`config.mk`:
```
export PLATFORM = sky130hd
export DESIGN_NAME = ring_buffer_ctrl
export DESIGN_NICKNAME = d
export VERILOG_FILES = /design/src/rtl/ring_buffer_ctrl.sv
export SDC_FILE = /design/constraint.sdc
export NUM_CORES = 1
export LEC_CHECK = 0
export BUFFER_PORTS_ARGS = -buffer_cell sky130_fd_sc_hd__buf_2
export CAP_MARGIN = 15
export CORE_MARGIN = 2
export CORE_UTILIZATION = 62
export CTS_CLUSTER_SIZE = 20
export DETAILED_ROUTE_END_ITERATION = 8
export HOLD_SLACK_MARGIN = 0.12
export PLACE_DENSITY = 0.87
export SYNTH_ARGS = -nofsm -noshare
export SYNTH_HDL_FRONTEND = slang
export SYNTH_SLANG_ARGS = --single-unit
```
`constraint.sdc`:
```
create_clock -name clk -period 10.9 [get_ports clk]
set_input_delay 2.18 -clock clk [delete_from_list [all_inputs] [get_ports clk]]
set_output_delay 2.18 -clock clk [all_outputs]
set_load 0.02 [all_outputs]
```
`src/rtl/ring_buffer_ctrl.sv`:
```
// Address and flow-control controller for a circular event buffer held in external RAM.
// Optional almost-full flag is compiled in when RBC_ALMOST_FULL_EN is defined.
module ring_buffer_ctrl #(
  parameter int AW = 18,
  parameter int RW = 16
) (
  input  logic          clk,
  input  logic          reset,
  input  logic          enable,
  input  logic [AW-1:0] limit,
  input  logic          flush,
  input  logic          err_clr,
  input  logic          wr_valid,
  output logic          wr_ready,
  output logic          wr_en,
  output logic [AW-1:0] wr_addr,
  input  logic          rd_req,
  output logic          rd_en,
  output logic [AW-1:0] rd_addr,
  output logic          rd_data_valid,
  output logic [RW-1:0] n1,
  output logic [RW-1:0] n2,
  output logic [AW-1:0] usage,
  output logic          full,
  output logic          empty,
  output logic [1:0]    error
`ifdef RBC_ALMOST_FULL_EN
  ,
  input  logic [AW-1:0] af_thresh,
  output logic          almost_full
`endif
);

  typedef enum logic [1:0] {
    ST_IDLE  = 2'd0,
    ST_RUN   = 2'd1,
    ST_FLUSH = 2'd2
  } state_t;

  state_t state_q, state_d;

  logic [AW-1:0] limit_q, limit_d;
  logic [AW-1:0] wr_addr_q, wr_addr_d;
  logic [AW-1:0] rd_addr_q, rd_addr_d;
  logic [RW-1:0] n1_q, n1_d;
  logic [RW-1:0] n2_q, n2_d;
  logic [AW-1:0] usage_q, usage_d;
  logic          full_q, full_d;
  logic          empty_q, empty_d;
  logic          wr_ready_q, wr_ready_d;
  logic          rd_valid_q;
  logic [1:0]    error_q, error_d;
  logic          in_run;
  logic          flush_exit;

`ifdef RBC_ALMOST_FULL_EN
  logic af_q, af_d;
`endif

  // ---------------------------------------------------------------------------
  // FSM: state register
  // ---------------------------------------------------------------------------
  // NOTE: clocked state uses non-blocking assignments so every register samples
  // the pre-edge values; combinational blocks below use blocking assignments.
  always_ff @(posedge clk) begin
    if (reset) state_q <= ST_IDLE;
    else       state_q <= state_d;
  end

  // FSM: next-state logic; flush takes priority over dropping enable.
  // NOTE: every combinational output gets a default first so no latch is inferred.
  always_comb begin
    state_d = state_q;
    unique case (state_q)
      ST_IDLE:  if (enable) state_d = ST_RUN;
      ST_RUN: begin
        if (flush)        state_d = ST_FLUSH;
        else if (!enable) state_d = ST_IDLE;
      end
      ST_FLUSH: state_d = ST_RUN;
      default:  state_d = ST_IDLE;
    endcase
  end

  // FSM: outputs. Strobes are gated by reset so none escapes in the reset cycle.
  always_comb begin
    in_run     = (state_q == ST_RUN);
    flush_exit = (state_q == ST_FLUSH);
    wr_en      = in_run & wr_valid & wr_ready_q & ~reset;
    rd_en      = in_run & rd_req & ~empty_q & ~reset;
  end

  // ---------------------------------------------------------------------------
  // Pointers and round counters
  // ---------------------------------------------------------------------------
  always_comb begin
    limit_d = limit_q;
    if (state_q == ST_IDLE && enable) limit_d = limit;

    wr_addr_d = wr_addr_q;
    n1_d      = n1_q;
    if (wr_en) begin
      if (wr_addr_q == limit_q - AW'(1)) begin
        wr_addr_d = '0;
        n1_d      = n1_q + RW'(1);
      end else begin
        wr_addr_d = wr_addr_q + AW'(1);
      end
    end

    rd_addr_d = rd_addr_q;
    n2_d      = n2_q;
    if (rd_en) begin
      if (rd_addr_q == limit_q - AW'(1)) begin
        rd_addr_d = '0;
        n2_d      = n2_q + RW'(1);
      end else begin
        rd_addr_d = rd_addr_q + AW'(1);
      end
    end

    // Leaving FLUSH the reader jumps onto the writer, discarding everything.
    if (flush_exit) begin
      rd_addr_d = wr_addr_q;
      n2_d      = n1_q;
    end
  end

  // ---------------------------------------------------------------------------
  // Occupancy, flags and errors
  // ---------------------------------------------------------------------------
  always_comb begin
    usage_d = usage_q;
    unique case ({wr_en, rd_en})
      2'b10:   usage_d = usage_q + AW'(1);
      2'b01:   usage_d = usage_q - AW'(1);
      default: usage_d = usage_q;
    endcase
    if (flush_exit) usage_d = '0;

    // limit_q is zero only before the first run; it must not read as full then.
    full_d  = (limit_d != '0) && (usage_d == limit_d);
    empty_d = (usage_d == '0);

    // Ready only while RUN persists, so it stays low in IDLE and FLUSH.
    wr_ready_d = (state_q == ST_RUN) && (state_d == ST_RUN) && !full_d;

    error_d = err_clr ? 2'b00 : error_q;
    error_d = error_d | {in_run & rd_req & empty_q, in_run & wr_valid & full_q};
  end

`ifdef RBC_ALMOST_FULL_EN
  always_comb begin
    af_d = flush_exit ? 1'b0 : (usage_d >= af_thresh);
  end
`endif

  // ---------------------------------------------------------------------------
  // Datapath registers
  // ---------------------------------------------------------------------------
  always_ff @(posedge clk) begin
    if (reset) begin
      limit_q    <= '0;
      wr_addr_q  <= '0;
      rd_addr_q  <= '0;
      n1_q       <= '0;
      n2_q       <= '0;
      usage_q    <= '0;
      full_q     <= 1'b0;
      empty_q    <= 1'b1;
      wr_ready_q <= 1'b0;
      rd_valid_q <= 1'b0;
      error_q    <= 2'b00;
    end else begin
      limit_q    <= limit_d;
      wr_addr_q  <= wr_addr_d;
      rd_addr_q  <= rd_addr_d;
      n1_q       <= n1_d;
      n2_q       <= n2_d;
      usage_q    <= usage_d;
      full_q     <= full_d;
      empty_q    <= empty_d;
      wr_ready_q <= wr_ready_d;
      rd_valid_q <= rd_en;
      error_q    <= error_d;
    end
  end

`ifdef RBC_ALMOST_FULL_EN
  always_ff @(posedge clk) begin
    if (reset) af_q <= 1'b0;
    else       af_q <= af_d;
  end

  assign almost_full = af_q;
`endif

  assign wr_ready      = wr_ready_q;
  assign wr_addr       = wr_addr_q;
  assign rd_addr       = rd_addr_q;
  assign rd_data_valid = rd_valid_q;
  assign n1            = n1_q;
  assign n2            = n2_q;
  assign usage         = usage_q;
  assign full          = full_q;
  assign empty         = empty_q;
  assign error         = error_q;

endmodule

```
==> flow_summary.rst, run 1 <==
.. list-table::
   :header-rows: 1

   * - Metric
     - Value
   * - Run status
     - finished clean
   * - Fin Clk Skew
     - 0.0114 ns
   * - Placer Congestion
     - about 0.95
   * - # H-tree levels
     - 3
   * - Total negative slack
     - 0 ns
   * - Crit Path Max Fanout
     - 40
   * - Antenna violations before repair
     - 0
   * - Number of gates resized after cts
     - 0
   * - Final wirelength
     - between 20 and 25 mm
   * - Worst endpoint required time
     - 11.17 ns
   * - Setup Fix Bufs, Post-CTS
     - 0
   * - Overall overflow remaining after global route
     - 0
   * - Cell Count, Final, Fillers Out
     - between 1,000 and 1,500
   * - Starting density of the core
     - 0.634
   * - Post-detailed-route count of antenna-violating nets
     - 0
   * - Average size of a mapped cell
     - about 8 sq um
   * - Die span in y
     - 117 microns
   * - Ys Warns
     - 0
   * - CTS tree
     - done
   * - Tightest slew margin relative to the limit
     - 0.315
   * - Fraction of layout cells with a size suffix above 1
     - 0.154
   * - Vias per cell
     - between 6 and 7
   * - Number of max-slew violations in the final report
     - 0
   * - Net count reported at finish
     - 1,119
   * - Worst setup EP type
     - flop
   * - Commonest non-fill, non-tap cell in the layout
     - nor2_1
   * - Inserted Diodes
     - 0
   * - Overall die area
     - 13,800 sq um
   * - Post-synth EDFFs
     - 0
   * - Residual DRC count
     - 0
   * - Top-area cell type share of the netlist area
     - 0.282
   * - Mean routed wirelength per cell
     - about 18 microns
   * - Number of global-route vias before repair
     - 7,485
   * - Post-synthesis async set-or-reset flop share
     - 0
   * - Utilization after layout
     - 0.702
   * - Clock period minus worst slack
     - roughly 7.6 ns
   * - Worst hold margin
     - approximately 0.52 ns
   * - Category of the critical setup timing path
     - input pin to flop
   * - Clock latency on the worst-skew pair
     - between 0.3 and 0.4 ns
   * - Final count of hold timing violations
     - 0
   * - Clock buffers created by TritonCTS
     - 9
   * - Number of I/O port buffers
     - about 120
   * - Startpoint class of the critical path
     - input pin
   * - Number of instances in the placed design
     - around 1,200
   * - Maximum VDD drop
     - 0.0874 mV
   * - Mapped cell area
     - 7960 sq um
   * - F_max
     - between 100 and 150 MHz
   * - Top post-synthesis cells by area
     - dfxtp_1 (28%), nor2_1 (6.1%), xor2_1 (5.3%)
   * - Pin count of the biggest net entering global routing
     - 62
   * - Top-level I/O count
     - 119
   * - Setup violators final
     - 0
   * - Via total after detailed routing
     - 7,989
   * - Portion of the post-synthesis area used by sequential elements
     - 0.282
   * - Crit share post-route
     - 0.699
   * - Static power due to leakage
     - roughly 3.8 nW
   * - Most common flop cell mapped by yosys
     - dfxtp_1
   * - Number of buffers on the longest clock path
     - 2
   * - Largest area contributor in the synthesized netlist
     - dfxtp_1
   * - Synthesized netlist cell count
     - between 1,000 and 1,500
   * - PD cells
     - between 100 and 150 nW/um^2
   * - Syn_nets
     - about 1,100
   * - Global-route wire length before repair
     - about 38 mm
   * - Sinks on Clock Net
     - roughly 110
   * - Number of synthesized register bits
     - approximately 110
   * - Synthesis-to-finish area growth
     - 10.8%
   * - Detailed placer's ending HPWL
     - between 15 and 20 mm
   * - Core Footprint
     - between 10,000 and 15,000 sq um
   * - Leading cell types in the layout, fill and taps excluded
     - nor2_1 (130), buf_2 (119), dfxtp_1 (112), nand2_1 (70), xor2_1 (48)
   * - RSZ-0062 raised after global routing
     - no
   * - Post-CTS Hold Fix Bufs
     - 0
   * - Router iterations before antenna repair
     - 5
   * - Type of the most critical hold path
     - flop to flop
   * - WP data arrival
     - around 8 ns
   * - Cell at the root of the clock tree
     - clkbuf_16
   * - Reported max-cap violation count
     - 0
   * - Chip Width
     - ~120 microns
   * - Number of unique standard cell types used by synthesis
     - 80
   * - Cell Rows
     - 41
   * - Clock transition at the register clock pins on the worst setup and hold paths after CTS
     - about 0.09 ns
   * - Transition time of the tightest slew-check pin
     - a little over 1 ns
   * - Iter 0 DRT Violations
     - ~790
   * - GR Util All Layers
     - 0.334
==> cell type report <==
class                           count  area [sq um]
Clock buffer                        9           225
Inverter                           31           116
Timing Repair Buffer              124           633
Sequential cell                   112          2240
Fill cell                        1036          3750
Tap cell                          172           215
Clock inverter                      7          72.6
Multi-Input combinational cell    793          5320
==> worst paths after layout <==
check / startpoint / to / slack [ns] / cells past startpoint
max: reset / wr_ready$_SDFF_PP0_ / 3.28 / 17
max reg2reg: state_q[0]$_SDFF_PP0_ / wr_ready$_SDFF_PP0_ / 5.11 / 16
min reg2reg: error[1]$_SDFF_PP0_ / error[1]$_SDFF_PP0_ / 0.52 / 1
min: error[1]$_SDFF_PP0_ / error[1]$_SDFF_PP0_ / 0.52 / 1
==> cells by family after synthesis <==
| logic type | after synthesis | synth area share |
|---|---|---|
| fa+ha+maj | 23 | 0.0371 |
| compound gates | 194 | 0.172 |
| mux | 42 | 0.0553 |
| buf+inv | 97 | 0.0522 |
| flops | 112 | 0.282 |
| simple gates | 435 | 0.286 |
| xor+xnor | 99 | 0.116 |
==> metal layers <==
metal,wire (microns),vias up,global-route usage
met1,9330,3725,0.418
met3,1960,87,0.0730
met5,0,-,0
li1,-,3775,-
met2,10600,402,0.541
met4,1020,0,0.169
==> per-stage QoR <==
stage | total power, mW | instance area (sq um) | setup WS, ns
final | 0.955 | 8820 | 3.28
after global routing | 0.995 | 8820 | 2.83
after CTS | 0.956 | 8820 | 3.43
after detailed placement | 0.619 | 8520 | 3.07
after global placement | 0.615 | 8520 | 3.24
after floorplan | 0.576 | 7960 | 4.30
==> flip-flops by register name, indices dropped and copies added (netlist names) <==
name	cells
state_q	2
rd_data_valid	1
full	1
n1	16
wr_ready	1
n2	16
empty	1
rd_addr	18
error	2
usage	18
wr_addr	18
limit_q	18
==> power by group <==
part | leakage (nW) | internal (mW) | switching (mW)
logic | 2.77 | 0.0705 | 0.0969
registers | 0.908 | 0.421 | 0.0264
clock network | 0.149 | 0.163 | 0.178
total | 3.83 | 0.655 | 0.301
==> synth_stat cells (14+ instances only) <==
cell and instances:
nor2b_1 27, mux2i_1 26, a211oi_1 32, a31oi_1 14
nor2_1 130, nand3_1 29, nor3_1 25, xnor2_1 47
ha_1 22, a21oi_1 39, clkbuf_1 49, xor2_1 48
nand2_1 70, dfxtp_1 112, nand4_1 34, and3_1 25
inv_1 28
==> critical path, stage by stage <==
cell       delay [ns]
buf_2            0.33
nand2b_1         0.28
nor2_1           0.25
nand2_1          0.08
or2_1            0.53
inv_2            0.49
ha_1             0.72
ha_1             0.41
nor2b_1          0.18
o31ai_1          0.73
a21oi_1          0.29
and3_1           0.25
nor3b_1          0.37
xor2_1           0.12
nor4_1           0.23
o2111ai_1        0.22
nor4b_1          0.19
Note: power is estimated with default switching activity, not from simulation.
==> run 2, diff against run 1 <==
Settings changed: CORE_UTILIZATION 62 to 58, PLACE_DENSITY 0.87 to 0.82.
Clock period 10.9 ns to 7.8 ns, I/O delays scaled along.
==> run 2 against run 1 <==
Effect of this change: first-iteration DRC count rose by 13%; register-to-register slack got worse by 2.9 ns; sequential power is 40% higher; global-route usage shrank 1.2 points; sequential share of layout area down 0.061 points; power up 40%; design area rose by 0.24%; die area rose by 6.7%; critical path depth is 1 higher; worst setup slack worse by 2.0 ns; clock power up 39%; utilization shrank 3.9 points; critical path type unchanged.
==> flow_summary.rst, run 2 (synthesis results as in run 1) <==
.. list-table::
   :header-rows: 1

   * - Metric
     - Value
   * - Number of global-route vias before repair
     - 7,325
   * - Setup violators final
     - 0
   * - Clock latency on the worst-skew pair
     - about 0.36 ns
   * - Setup Fix Bufs, Post-CTS
     - 0
   * - GR Util All Layers
     - 0.321
   * - Overall die area
     - between 10,000 and 15,000 sq um
   * - Total negative slack
     - 0 ns
   * - Crit share post-route
     - 0.832
   * - Final wirelength
     - roughly 23 mm
   * - Crit Path Max Fanout
     - 26
   * - Iter 0 DRT Violations
     - roughly 900
   * - Startpoint class of the critical path
     - input pin
   * - Category of the critical setup timing path
     - input pin to flop
   * - Via total after detailed routing
     - between 8,000 and 9,000
   * - Post-CTS Hold Fix Bufs
     - 0
   * - Maximum VDD drop
     - 0.107 mV
   * - Antenna violations before repair
     - 0
   * - Area of all placed cells without fillers
     - approximately 8800 sq um
   * - Cell Rows
     - 42
   * - Pin count of the biggest net entering global routing
     - between 90 and 100
   * - Setup WS pre-CTS
     - 1.01 ns
   * - Worst endpoint required time
     - around 8.1 ns
   * - Number of I/O port buffers
     - between 100 and 150
   * - Worst setup EP type
     - flop
   * - CTS tree
     - done
   * - Final count of hold timing violations
     - 0
   * - Number of instances in the placed design
     - ~1,200
   * - Mean routed wirelength per cell
     - approximately 19 microns
   * - Global-route wire length before repair
     - 37.6 mm
   * - Net count reported at finish
     - 1,120
   * - Number of gates resized after cts
     - 0
   * - WP data arrival
     - a little under 7 ns
   * - Clock transition at the register clock pins on the worst setup and hold paths after CTS
     - roughly 0.070 ns
   * - Commonest non-fill, non-tap cell in the layout
     - nor2_1
   * - Utilization after layout
     - 0.662
   * - Overall overflow remaining after global route
     - 0
   * - Placer Congestion
     - between 0.9 and 1
   * - Vias per cell
     - roughly 6.4
   * - Cell at the root of the clock tree
     - clkbuf_16
   * - Static power due to leakage
     - 3.83 nW
   * - Total power after layout
     - 1.33 mW
   * - Total length of routed met2 wires
     - between 10 and 15 mm
   * - Type of the most critical hold path
     - flop to flop
   * - WL met3
     - ~1.8 mm
   * - Reported max-cap violation count
     - 0
   * - Leading cell types in the layout, fill and taps excluded
     - nor2_1 (130), buf_2 (118), dfxtp_1 (112), nand2_1 (70), xor2_1 (48)
   * - Cell Count, Final, Fillers Out
     - ~1,300
   * - Number of buffers on the longest clock path
     - 2
   * - F_max
     - 154 MHz
   * - Synthesis-to-finish area growth
     - 11.0%
   * - Top routing layer in use
     - met4
   * - Top-level I/O count
     - about 120
   * - # H-tree levels
     - 3
   * - Clock period minus worst slack
     - about 6.5 ns
   * - Die span in y
     - around 120 microns
   * - Detailed placer's ending HPWL
     - approximately 17 mm
   * - Core Footprint
     - roughly 13,000 sq um
   * - Sinks on Clock Net
     - around 110
   * - Worst setup margin
     - around 1.3 ns
   * - Length of routed wiring on met1
     - roughly 9.7 mm
   * - Clock buffers created by TritonCTS
     - 9
   * - Residual DRC count
     - 0
   * - Run status
     - finished clean
   * - Starting density of the core
     - 0.597
   * - Fraction of layout cells with a size suffix above 1
     - 0.155
   * - Router iterations before antenna repair
     - 5
   * - Cell area after placement
     - 8540 sq um
   * - Register area
     - between 2000 and 2500 sq um
   * - Layout filler cell count
     - between 1,000 and 1,500
   * - Fin Clk Skew
     - ~0.008 ns
   * - Chip Width
     - 121 microns
   * - Post-detailed-route count of antenna-violating nets
     - 0
   * - Number of max-slew violations in the final report
     - 0
   * - Area of the multi-input gates
     - ~5300 sq um
   * - Worst hold margin
     - roughly 0.47 ns
   * - PD cells
     - approximately 150 nW/um^2
   * - RSZ-0062 raised after global routing
     - no
   * - Tightest slew margin relative to the limit
     - 0.372
   * - Transition time of the tightest slew-check pin
     - around 0.94 ns
run 2: cell types whose count changed in the layout (fill, tap and decap cells not counted), sizes merged:
cell,before,now
buf,124,125
clkbuf,9,12
clkinv,4,1
clkinvlp,0,2
diode,0,1
inv,34,32
run 2: critical path, cell delays in order:
cell and delay (ns):
buf_2 0.16, nand2b_1 0.18, nor2_1 0.24, nand2_1 0.08, or2_1 0.21, buf_4 0.22, inv_2 0.35, ha_1 0.71
ha_1 0.41, nor2b_1 0.18, o31ai_1 0.67, a21oi_1 0.15, a311oi_1 0.66, a2bb2oi_1 0.24, nand4_1 0.10, a311oi_1 0.23
o2111ai_1 0.19, nor4b_1 0.18
run 2: path summary, 6_finish.rpt:
check,from,end,slack (ns),cells after the start
worst min register to register,error[1]$_SDFF_PP0_,error[1]$_SDFF_PP0_,0.47,1
worst min-delay path,error[1]$_SDFF_PP0_,error[1]$_SDFF_PP0_,0.47,1
worst max register to register,state_q[0]$_SDFF_PP0_,wr_ready$_SDFF_PP0_,2.22,17
worst max-delay path,reset,wr_ready$_SDFF_PP0_,1.31,18
run 2: area by class of cell:
cell class / count / area share
Antenna cell: 1 / 0.000283
Clock buffer: 12 / 0.0301
Clock inverter: 4 / 0.00396
Inverter: 31 / 0.0132
Multi-Input combinational cell: 793 / 0.601
Sequential cell: 112 / 0.254
Tap cell: 176 / 0.0249
Timing Repair Buffer: 125 / 0.0727
run 2: where the power goes:
part	leakage [nW]	internal, mW	total (mW)	switching, mW
Sequential	0.908	0.588	0.625	0.0369
Combinational	2.78	0.0990	0.234	0.135
Clock	0.143	0.247	0.475	0.228
Total	3.83	0.934	1.33	0.401
run 2: routing by layer:
layer,track usage,vias up
met5,0,-
li1,-,3774
met3,0.0592,74
met1,0.417,3809
met4,0.142,0
met2,0.520,405
==> run 3, diff against run 2 <==
Clock period 7.8 ns to 6.6 ns, I/O delays scaled along.
==> run 3 against run 2 <==
Effect of this change: die area did not move; design area rose by 0.16%; critical path depth fell by 1; global-route usage fell by 0.36 points; clock power rose by 20%; cell count did not move; utilization rose by 0.10 points; worst setup slack got worse by 0.043 ns; register-to-register slack got worse by 0.36 ns; largest cell class unchanged.
==> flow_summary.rst, run 3 (synthesis results as in run 1) <==
.. list-table::
   :header-rows: 1

   * - Metric
     - Value
   * - Cell at the root of the clock tree
     - clkbuf_16
   * - Detailed placer's ending HPWL
     - approximately 17 mm
   * - Run status
     - finished clean
   * - Pin count of the biggest net entering global routing
     - 100
   * - Cell Count, Final, Fillers Out
     - 1,254
   * - Net switching power of the design
     - approximately 470 uW
   * - Category of the critical setup timing path
     - input pin to flop
   * - Vias per cell
     - approximately 6.5
   * - Worst endpoint required time
     - 6.86 ns
   * - Reported max-cap violation count
     - 0
   * - Type of the most critical hold path
     - flop to flop
   * - Iter 0 DRT Violations
     - approximately 910
   * - Startpoint class of the critical path
     - input pin
   * - PD cells
     - approximately 180 nW/um^2
   * - GR Util All Layers
     - 0.318
   * - Tightest slew margin relative to the limit
     - 0.317
   * - Number of instances in the placed design
     - 1,239
   * - Post-CTS Hold Fix Bufs
     - 0
   * - RR Startpoint
     - state_q[0]$_SDFF_PP0_
   * - WL met3
     - between 2 and 2.5 mm
   * - Cell internal pwr
     - roughly 1.1 mW
   * - Final wirelength
     - ~23 mm
   * - Crit share post-route
     - 0.808
   * - Setup violators final
     - 0
   * - Layout filler cell count
     - between 1,000 and 1,500
   * - Sinks on Clock Net
     - around 110
   * - Die span in y
     - approximately 120 microns
   * - Share of total power in combinational logic
     - 0.176
   * - Commonest non-fill, non-tap cell in the layout
     - nor2_1
   * - Transition time of the tightest slew-check pin
     - around 1.0 ns
   * - Maximum VDD drop
     - 0.123 mV
   * - Placer Congestion
     - between 0.9 and 1
   * - Top routing layer in use
     - met4
   * - Synthesis-to-finish area growth
     - 11.2%
   * - Static power due to leakage
     - between 3 and 4 nW
   * - Cell Rows
     - 42
   * - Total negative slack
     - 0 ns
   * - R2R Path End
     - wr_ready$_SDFF_PP0_
   * - Fin Clk Skew
     - 0.00837 ns
   * - Register area
     - approximately 2200 sq um
   * - Reg2Reg Depth
     - 16
   * - Final count of hold timing violations
     - 0
   * - Global-route wire length before repair
     - 37.2 mm
   * - Clock buffers created by TritonCTS
     - 9
   * - Starting density of the core
     - 0.597
   * - F_max
     - roughly 190 MHz
   * - Fraction of layout cells with a size suffix above 1
     - 0.156
   * - Length of routed wiring on met1
     - roughly 9.4 mm
   * - Overall overflow remaining after global route
     - 0
   * - Chip Width
     - 121 microns
   * - Net switching fraction of the power
     - 0.294
   * - Number of max-slew violations in the final report
     - 0
   * - Residual DRC count
     - 0
   * - Clock transition at the register clock pins on the worst setup and hold paths after CTS
     - 0.07 ns
   * - Clock latency on the worst-skew pair
     - ~0.36 ns
   * - Number of gates resized after cts
     - 0
   * - Worst setup path end
     - wr_ready$_SDFF_PP0_
   * - Mean routed wirelength per cell
     - 18.6 microns
   * - Core Footprint
     - 13,300 sq um
   * - Worst setup slack for register-to-register paths
     - between 1.5 and 2 ns
   * - Number of global-route vias before repair
     - a little over 7,000
   * - Clock period minus worst slack
     - around 5.3 ns
   * - Crit path launch
     - reset
   * - Leading cell types in the layout, fill and taps excluded
     - nor2_1 (130), buf_2 (118), dfxtp_1 (112), nand2_1 (70), xor2_1 (48)
   * - Setup Fix Bufs, Post-CTS
     - 0
   * - Area of the multi-input gates
     - 5320 sq um
   * - Clock power frac
     - 0.358
   * - Worst setup EP type
     - flop
   * - Number of I/O port buffers
     - 118
   * - Worst hold margin
     - approximately 0.49 ns
   * - Overall die area
     - around 15,000 sq um
   * - Router iterations before antenna repair
     - 6
   * - Via total after detailed routing
     - ~8,100
   * - RSZ-0062 raised after global routing
     - no
   * - Seq pwr share
     - 0.466
   * - Antenna violations before repair
     - 0
   * - Number of buffers on the longest clock path
     - 2
   * - Top-level I/O count
     - between 100 and 150
   * - Worst setup margin
     - 1.27 ns
   * - Inserted Diodes
     - 0
   * - Crit Path Max Fanout
     - 9
   * - WP data arrival
     - 5.59 ns
   * - Setup WS pre-CTS
     - ~0.97 ns
   * - # H-tree levels
     - 3
   * - Net count reported at finish
     - between 1,000 and 1,500
   * - Total length of routed met2 wires
     - between 10 and 15 mm
   * - Post-detailed-route count of antenna-violating nets
     - 0
   * - CTS tree
     - done
## run 3: metal layers
layer | track usage | vias to the layer above
met1 | 0.421 | 3836
met3 | 0.0569 | 80
li1 | - | 3784
met4 | 0.135 | 0
met2 | 0.507 | 420
met5 | 0 | -
## run 3: power groups by stage
stage                     clock network, mW  logic [mW]  registers [mW]
after detailed placement                  0       0.272           0.754
final                                 0.568       0.279           0.739
after floorplan                           0       0.204           0.746
after CTS                             0.573       0.275           0.737
after global placement                    0       0.268           0.752
after global routing                  0.601       0.303           0.743
## run 3: metrics by stage
step                      utilization  cell area [sq um]  power, mW
after floorplan                     -               7960      0.951
after global placement          0.641               8550       1.02
after detailed placement        0.641               8550       1.03
after CTS                       0.663               8860       1.59
after global routing            0.663               8860       1.65
final                           0.663               8860       1.59
## run 3: layout make-up
type | instances | share of cell area
inverter | 31 | 0.0131
tap | 176 | 0.0249
multi-input combinational | 793 | 0.600
clock inverter | 5 | 0.00721
clock buffer | 10 | 0.0270
timing repair buffer | 127 | 0.0743
sequential | 112 | 0.253
## run 3: how the worst min path moves through the flow
stage                     slack (ns)             endpoint             startpoint  cells after the start
after floorplan                 0.53  wr_ready$_SDFF_PP0_  state_q[0]$_SDFF_PP0_                      2
after global placement          0.45  error[0]$_SDFF_PP0_    error[0]$_SDFF_PP0_                      1
after detailed placement        0.46  error[0]$_SDFF_PP0_    error[0]$_SDFF_PP0_                      1
after CTS                       0.48  error[0]$_SDFF_PP0_    error[0]$_SDFF_PP0_                      1
after global routing            0.50  error[0]$_SDFF_PP0_    error[0]$_SDFF_PP0_                      1
final                           0.49  error[0]$_SDFF_PP0_    error[0]$_SDFF_PP0_                      1
## run 3: critical path, cell delays in order
cell	delay, ns
buf_2	0.11
nand2b_1	0.16
nor2_1	0.25
nand2_1	0.08
or2_1	0.23
inv_2	0.06
ha_1	0.45
ha_1	0.37
nor2b_1	0.18
o31ai_1	0.72
a21oi_1	0.28
and3_1	0.25
nor3b_1	0.36
xor2_1	0.11
nor4_1	0.27
o2111ai_1	0.20
nor4b_1	0.18
